[config.mk]
export PLATFORM = sky130hd
export DESIGN_NAME = patid_enc_pipe
export DESIGN_NICKNAME = d
export VERILOG_FILES = /design/src/rtl/patid_enc_pipe.sv
export SDC_FILE = /design/constraint.sdc
export NUM_CORES = 1
export LEC_CHECK = 0
export ABC_AREA = 0
export BUFFER_PORTS_ARGS = -buffer_cell sky130_fd_sc_hd__buf_2
export CORE_MARGIN = 8
export CORE_UTILIZATION = 48
export DETAILED_ROUTE_END_ITERATION = 8
export MAX_ROUTING_LAYER = met4
export PLACE_DENSITY = 0.85
export SYNTH_ARGS = -nofsm -noshare
export SYNTH_HDL_FRONTEND = slang
export SYNTH_SLANG_ARGS = --single-unit
[constraint.sdc]
create_clock -name clock -period 5.5 [get_ports clock]
set_input_delay 0.275 -clock clock [delete_from_list [all_inputs] [get_ports clock]]
set_output_delay 0.275 -clock clock [all_outputs]
set_load 0.03 [all_outputs]
[src/rtl/patid_enc_pipe.sv]
// patid_enc_pipe
//   Two-stage CLCT pattern-ID encoder. Stage 1 captures the two valid-pattern
//   flags and pattern IDs on strobe. Stage 2 folds them into one OUT_W-bit
//   code and registers it with a one-cycle valid pulse and an error flag.
//   Results appear exactly two clocks after the strobe, fully pipelined.
//
//   Code map:
//     lct0 only      -> clct0_pid (zero-extended)
//     both valid     -> clct1_pid*NPAT + clct0_pid + NPAT (truncated)
//     lct1 only      -> 2^OUT_W-2
//     neither        -> 2^OUT_W-1
//     any error      -> 2^OUT_W-1 with out_err=1
//
//   Optional feature macro: PATID_CNT_EN
//     defined   : err_sticky and four saturating per-category counters
//     undefined : err_sticky and counters are constant 0, cnt_clr ignored
//
// Ports
//   clock, reset      : rising-edge clock, synchronous active-high reset
//   strobe            : inputs below are valid this cycle (one-cycle qualifier)
//   lct0_vpf/lct1_vpf : CLCT0/CLCT1 valid-pattern flags
//   clct0_pid/clct1_pid : CLCT0/CLCT1 pattern IDs (PID_W bits)
//   cnt_clr           : synchronous clear of counters and err_sticky
//   out_pid           : registered combined code, held while out_vld=0
//   out_vld           : one-cycle pulse marking out_pid/out_err as new
//   out_err           : per-result error qualifier, aligned with out_vld
//   err_sticky        : set by any error result, cleared by cnt_clr/reset
//   cnt_single/cnt_pair/cnt_lct1only/cnt_none : per-category event counters
//
// Handshake: no back-pressure. A strobe is always accepted; its result is
// presented with out_vld exactly two clocks later for one cycle.

module patid_enc_pipe #(
    parameter int PID_W = 3,
    parameter int NPAT  = 5,
    parameter int OUT_W = 5,
    parameter int CNT_W = 16
) (
    input  logic             clock,
    input  logic             reset,
    input  logic             strobe,
    input  logic             lct0_vpf,
    input  logic             lct1_vpf,
    input  logic [PID_W-1:0] clct0_pid,
    input  logic [PID_W-1:0] clct1_pid,
    input  logic             cnt_clr,
    output logic [OUT_W-1:0] out_pid,
    output logic             out_vld,
    output logic             out_err,
    output logic             err_sticky,
    output logic [CNT_W-1:0] cnt_single,
    output logic [CNT_W-1:0] cnt_pair,
    output logic [CNT_W-1:0] cnt_lct1only,
    output logic [CNT_W-1:0] cnt_none
);

    localparam logic [OUT_W-1:0] CODE_NONE = '1;
    localparam logic [OUT_W-1:0] CODE_LCT1 = CODE_NONE - OUT_W'(1);
    localparam logic [31:0]      NPAT_U    = 32'(NPAT);
    // Pair codes at or above this value collide with the reserved codes.
    localparam logic [31:0]      PAIR_LIM  = (32'd1 << OUT_W) - 32'd2;

    // ---------------- stage 1: capture ----------------
    logic             s1_vld;
    logic             s1_vpf0;
    logic             s1_vpf1;
    logic [PID_W-1:0] s1_pid0;
    logic [PID_W-1:0] s1_pid1;

    always_ff @(posedge clock) begin
        if (reset) begin
            s1_vld  <= 1'b0;
            s1_vpf0 <= 1'b0;
            s1_vpf1 <= 1'b0;
            s1_pid0 <= '0;
            s1_pid1 <= '0;
        end else begin
            s1_vld <= strobe;
            if (strobe) begin
                s1_vpf0 <= lct0_vpf;
                s1_vpf1 <= lct1_vpf;
                s1_pid0 <= clct0_pid;
                s1_pid1 <= clct1_pid;
            end
        end
    end

    // ---------------- stage 2: encode ----------------
    logic [31:0]      pair_full;
    logic             pid0_bad;
    logic             pid1_bad;
    logic             enc_err;
    logic [OUT_W-1:0] enc_pid;

    always_comb begin
        pair_full = 32'(s1_pid1) * NPAT_U + 32'(s1_pid0) + NPAT_U;
        // A pid only counts as bad when its own vpf qualifies it.
        pid0_bad  = s1_vpf0 && (32'(s1_pid0) >= NPAT_U);
        pid1_bad  = s1_vpf1 && (32'(s1_pid1) >= NPAT_U);
        enc_err   = pid0_bad || pid1_bad ||
                    (s1_vpf0 && s1_vpf1 && (pair_full >= PAIR_LIM));
        enc_pid   = CODE_NONE;
        unique case ({s1_vpf1, s1_vpf0})
            2'b01:   enc_pid = OUT_W'(s1_pid0);
            2'b11:   enc_pid = pair_full[OUT_W-1:0];
            2'b10:   enc_pid = CODE_LCT1;
            default: enc_pid = CODE_NONE;
        endcase
        if (enc_err) begin
            enc_pid = CODE_NONE;
        end
    end

    always_ff @(posedge clock) begin
        if (reset) begin
            out_vld <= 1'b0;
            out_err <= 1'b0;
            out_pid <= CODE_NONE;
        end else begin
            out_vld <= s1_vld;
            if (s1_vld) begin
                out_pid <= enc_pid;
                out_err <= enc_err;
            end
        end
    end

    // ---------------- statistics ----------------
`ifdef PATID_CNT_EN
    localparam logic [CNT_W-1:0] CNT_MAX = '1;

    logic [CNT_W-1:0] single_q;
    logic [CNT_W-1:0] pair_q;
    logic [CNT_W-1:0] lct1_q;
    logic [CNT_W-1:0] none_q;
    logic             sticky_q;

    // Counters and sticky flag update on the same edge that raises out_vld,
    // so they already include the result being presented. cnt_clr wins
    // over a coincident increment.
    always_ff @(posedge clock) begin
        if (reset || cnt_clr) begin
            single_q <= '0;
            pair_q   <= '0;
            lct1_q   <= '0;
            none_q   <= '0;
            sticky_q <= 1'b0;
        end else if (s1_vld) begin
            unique case ({s1_vpf1, s1_vpf0})
                2'b01:   if (single_q != CNT_MAX) single_q <= single_q + CNT_W'(1);
                2'b11:   if (pair_q   != CNT_MAX) pair_q   <= pair_q   + CNT_W'(1);
                2'b10:   if (lct1_q   != CNT_MAX) lct1_q   <= lct1_q   + CNT_W'(1);
                default: if (none_q   != CNT_MAX) none_q   <= none_q   + CNT_W'(1);
            endcase
            if (enc_err) begin
                sticky_q <= 1'b1;
            end
        end
    end

    assign cnt_single   = single_q;
    assign cnt_pair     = pair_q;
    assign cnt_lct1only = lct1_q;
    assign cnt_none     = none_q;
    assign err_sticky   = sticky_q;
`else
    logic unused_cnt_clr;
    assign unused_cnt_clr = cnt_clr;

    assign cnt_single   = '0;
    assign cnt_pair     = '0;
    assign cnt_lct1only = '0;
    assign cnt_none     = '0;
    assign err_sticky   = 1'b0;
`endif

endmodule
# Word level (Yosys, flattened, before mapping)
# Cells that the tools add are included.
[word_totals] reg_bits=16 inputBits=12 out_inout_bits=72 elab_cells=25
[op_classes] add_sub_neg=2 multipliers=1 magnitude_cmp=3 eq_ne=3 muxes=2 reduce_logical=6
[ops] cell="5-bit case mux with 3 select lines" n=1
[ops] cell="7-bit by 3-bit adder with 8-bit output (second input constant)" n=1
[ops] cell="8-bit by 5-bit >= comparator with 1-bit output (second input constant)" n=1
[ops] cell="6-bit by 3-bit adder with 7-bit output" n=1
[ops] cell="3-bit >= comparator (second input constant)" n=2
[ops] cell="3-bit by 3-bit multiplier with 6-bit output (second input constant)" n=1
[ops] cell="5-bit 2-to-1 mux" n=1
[ops] cell="2-bit == test (second input constant)" n=2
[ops] cell="1-bit logical AND" n=4
[ops] cell="2-bit by 1-bit == test with 1-bit output (second input constant)" n=1
[ops] cell="1-bit logical OR" n=2

# Depth between registers and ports, before layout
[depth] ltp_word=7 ltp_mapped=10

# Worst setup path after synthesis
# OpenSTA, ideal clock, no wires.
[synth_path] kind="reg-to-reg" startpoint="register s1_pid1[0]" endpoint="register out_pid[4]" setup_ps=146 arrival_time_ps=2693 required_time_ps=5354 path_slack_ps=2661 stages_incl_launch_ff=11 path_cell_list="dfxtp_1 -> inv_1 -> ha_1 -> fa_1 -> inv_1 -> fa_1 -> nor2b_1 -> o21ai_1 -> xnor2_1 -> o41ai_4 -> o211ai_1"
[synth_between] elab_chain_cells=7
[synth_lines] element="from (decl)" line="68" source="logic [PID_W-1:0] s1_pid1;"
[synth_lines] element="from (signal assigned)" line="83" source="s1_pid1 <= clct1_pid;"
[synth_lines] element="3-bit by 3-bit multiplier with 6-bit output" line="96" source="pair_full = 32'(s1_pid1) * NPAT_U + 32'(s1_pid0) + NPAT_U;"
[synth_lines] element="6-bit by 3-bit adder with 7-bit output" line="96"
[synth_lines] element="7-bit by 3-bit adder with 8-bit output" line="96"
[synth_lines] element="8-bit by 5-bit >= comparator with 1-bit output" line="101" source="(s1_vpf0 && s1_vpf1 && (pair_full >= PAIR_LIM));"
[synth_lines] element="1-bit logical AND" line="101"
[synth_lines] element="1-bit logical OR" line="100" source="enc_err = pid0_bad || pid1_bad ||"
[synth_lines] element="5-bit 2-to-1 mux *" line="109" source="if (enc_err) begin"
[synth_lines] element="to (signal assigned)" line="122" source="out_pid <= enc_pid;"
[synth_lines] element="to (decl)" line="47" source="output logic [OUT_W-1:0] out_pid,"
# Every way passes the cells marked *; elsewhere a longest branch is shown, timed or not.
# A chain may end at the register's enable or synchronous reset.

# Final worst setup path
# Ends and elaborated chain as after synthesis.

==> impl_summary.txt <==
----------------------------------------------------
[Clock network]
  Clock tree root driver cell ... clkbuf_4
  Total setup buffers inserted after CTS ... 0
  Number of gates resized after CTS ... 0
  Total CTS buffers ... 3
  H-tree depth ... 1
  Clock tree from TritonCTS ... yes
  Clock sinks ... 16
  Number of hold buffers added after cts ... 0
  Worst-skew pair later-pin latency ... 280 ps
  Clock transition time at the flip-flop clock pins of the worst setup and hold paths ... 90 ps
  Clock Path Buffers ... 2

[Yosys]
  Top_reg_cell synth ... dfxtp_1
  Number of register bits inferred by synthesis ... 16
  Post-synth design cell area ... 1463 sq um
  Cell types with the largest area share after synthesis ... buf_4 (33%), dfxtp_1 (22%), ha_1 (10%)
  Number of distinct standard cells referenced by the synthesized netlist ... 32
  Library cell occupying the most area in the post-synthesis netlist ... buf_4
  Most instantiated cells after synthesis ... buf_4 (65), dfxtp_1 (16), ha_1 (12)
  Number of warning messages in the yosys log ... 0
  Average instance area after synthesis ... 8.758 sq um
  Async set or reset register ratio after synthesis ... 0
  Most numerous cell in the Yosys netlist ... buf_4
  Share of the yosys chip area belonging to registers ... 0.2190
  Area fraction of the dominant cell type after synthesis ... 0.3336
  Cell count after synthesis ... 167
  Post-synth EDFFs ... 0

[Cells and area]
  Area grow syn2layout ... -6.672%
  Share of layout cells above drive strength 1 ... 0.1467
  Antenna cells ... 0
  Total number of nets in the final design ... 211
  Cell Count, Final, Fillers Out ... 217

[Critical path]
  Arrival time of data at the critical path endpoint ... 3290 ps
  Crit path capture type ... register
  Critical path start-end classification ... reg2reg
  Master of the slowest instance on the critical path ... fa_1
  CP Launch Type ... register
  Critical path buffer and inverter count ... 2
  Required time of the worst setup path ... 5650 ps
  CP peak stage delay ... 540 ps
  Largest fanout on the critical path ... 6
  Crit-path cells ... inv_1, ha_1, fa_1, inv_1, fa_1, nor2b_1, o21ai_1, xnor2_1, o41ai_4, o211ai_1
  Crit-path leading delay family ... adder cells

[GRT]
  Sum of overflow across all layers after global routing ... 0
  Number of antenna violations at the first check in global routing ... 0
  Vias in the first global route ... 979
  Global routing usage summed across all routing layers ... 0.1022
  Largest net degree at the start of global routing ... 13
  First-pass GRT wire length ... 4.271 mm

[Power and ir drop]
  Power per cell area ... 233.1 nW/um^2
  Design Power ... 318.3 uW
  VDD IR-drop max ... 0.1237 mV
  Total leakage power ... 0.0007266 uW

[Timing]
  Slew Viols, Final ... 0
  RSZ-0062 raised after global routing ... false
  Shortest period the worst path allows ... 3141 ps
  Sum Neg Setup Slack ... 0 ps
  Final-report setup violation count ... 0
  Highest clock frequency the design can meet ... 0.3184 GHz
  Smallest hold slack ... 223.0 ps
  Final period utilization ... 0.5710
  Final hold vios ... 0
  Final clock skew ... 4.657 ps

[Route]
  Drt initial violations ... 11
  Vias/cell ... 4.189
  Wire length per cell ... 11.80 um
  Drt total wl ... 2.560 mm
  Vias ... 909
  First drt pass iteration count ... 4
  Post-route DRC violation count ... 0
  Post-DRT Antenna Nets ... 0

[Worst hold path]
  Type of the worst min-delay path ... in2reg

[Outcome]
  Status ... finished, final reports clean

[Place]
  Number of placed instances, taps included ... 213
  Number of buffer cells added on primary ports ... 17
  Detailed placer's ending HPWL ... 2.180 mm
  Weighted congestion reported at the end of routability-driven placement ... 0.8438

[Floorplan]
  Effective utilization at floorplan ... 0.4912
  Core area ... 2978 sq um
  Overall die area ... 5069 sq um
  Row count ... 20
  Count of boundary I/O pins ... 84
  Die Wd ... 71.20 um
  Y dimension of the die ... 71.20 um

[Run]
  Max cap viols ... 0

----------------------------------------------------
per-layer routing:
metal  up-vias  part of all wire  GRT usage
li1        455                 -          -
met2        38              0.54     0.1959
met1       414              0.38    0.09372
met3         2             0.072    0.02966
met5         -                 0          -
met4         0            0.0047    0.03233
cell type report:
cell class | count | area [sq um]
repair buffers | 17 | 85.08
fillers | 304 | 1613
flip-flops and latches | 16 | 320.3
clock buffers | 4 | 36.28
multi-input cells | 139 | 852.1
well taps | 33 | 41.29
inverters | 8 | 30.03
cell usage in the layout, fill, tap and decap left out, types with 2 or more instances in the layout:
cell | Yosys | final
inv_1 | 8 | 8
nand3_1 | 6 | 6
nand2_1 | 6 | 6
fa_1 | 2 | 2
a21oi_1 | 4 | 4
buf_2 | 1 | 17
o211ai_1 | 2 | 2
o22ai_1 | 2 | 2
xnor2_1 | 3 | 3
mux2i_1 | 8 | 8
conb_1 | 1 | 65
ha_1 | 12 | 12
clkbuf_4 | 0 | 3
dfxtp_1 | 16 | 16
nor2b_1 | 3 | 3
nor2_1 | 11 | 11
flip-flops by register name, indices dropped and copies added (netlist names):
register / count
out_pid: 5
s1_pid0: 3
s1_pid1: 3
out_err: 1
out_vld: 1
s1_vld: 1
s1_vpf0: 1
s1_vpf1: 1
report_power, final:
group          switching (uW)  internal [uW]
clock                    34.2           40.3
sequential               8.14            121
combinational            89.6           24.9
path summary, 6_finish.rpt:
path	slack (ps)	startpoint	cells past startpoint	end
min reg2reg	470	out_err$_SDFFE_PP0P_	2	out_err$_SDFFE_PP0P_
min	220	lct0_vpf	3	s1_vpf0$_SDFFE_PP0P_
max reg2reg	2360	s1_pid1[0]$_SDFFE_PP0P_	10	out_pid[4]$_SDFFE_PP1P_
max	2360	s1_pid1[0]$_SDFFE_PP0P_	10	out_pid[4]$_SDFFE_PP1P_
worst min-delay path, delay by kind of cell:
kind / cells / cell delay, ps
simple gates: 1 / 70
mux: 1 / 50
buf+inv: 1 / 70
kinds of logic after synthesis:
family,count (synthesis),synth area share
buffers and inverters,76,0.3627
and+or+nand+nor,31,0.1018
AOI/OAI and AO/OA,17,0.1035
DFF,16,0.2190
adders and majority gates,14,0.1300
muxes,9,0.06245
xor gates and xnor gates,3,0.01797
other,1,0.002564
metrics by stage:
step | instance area [sq um] | worst slack (ps) | util
after floorplan | 1703 | 2661 | -
after global placement | 1329 | 2467 | 0.4462
after detailed placement | 1329 | 2388 | 0.4462
after CTS | 1365 | 2352 | 0.4584
after global routing | 1365 | 2161 | 0.4584
final | 1365 | 2359 | 0.4584
(Power assumes the default switching activity.)
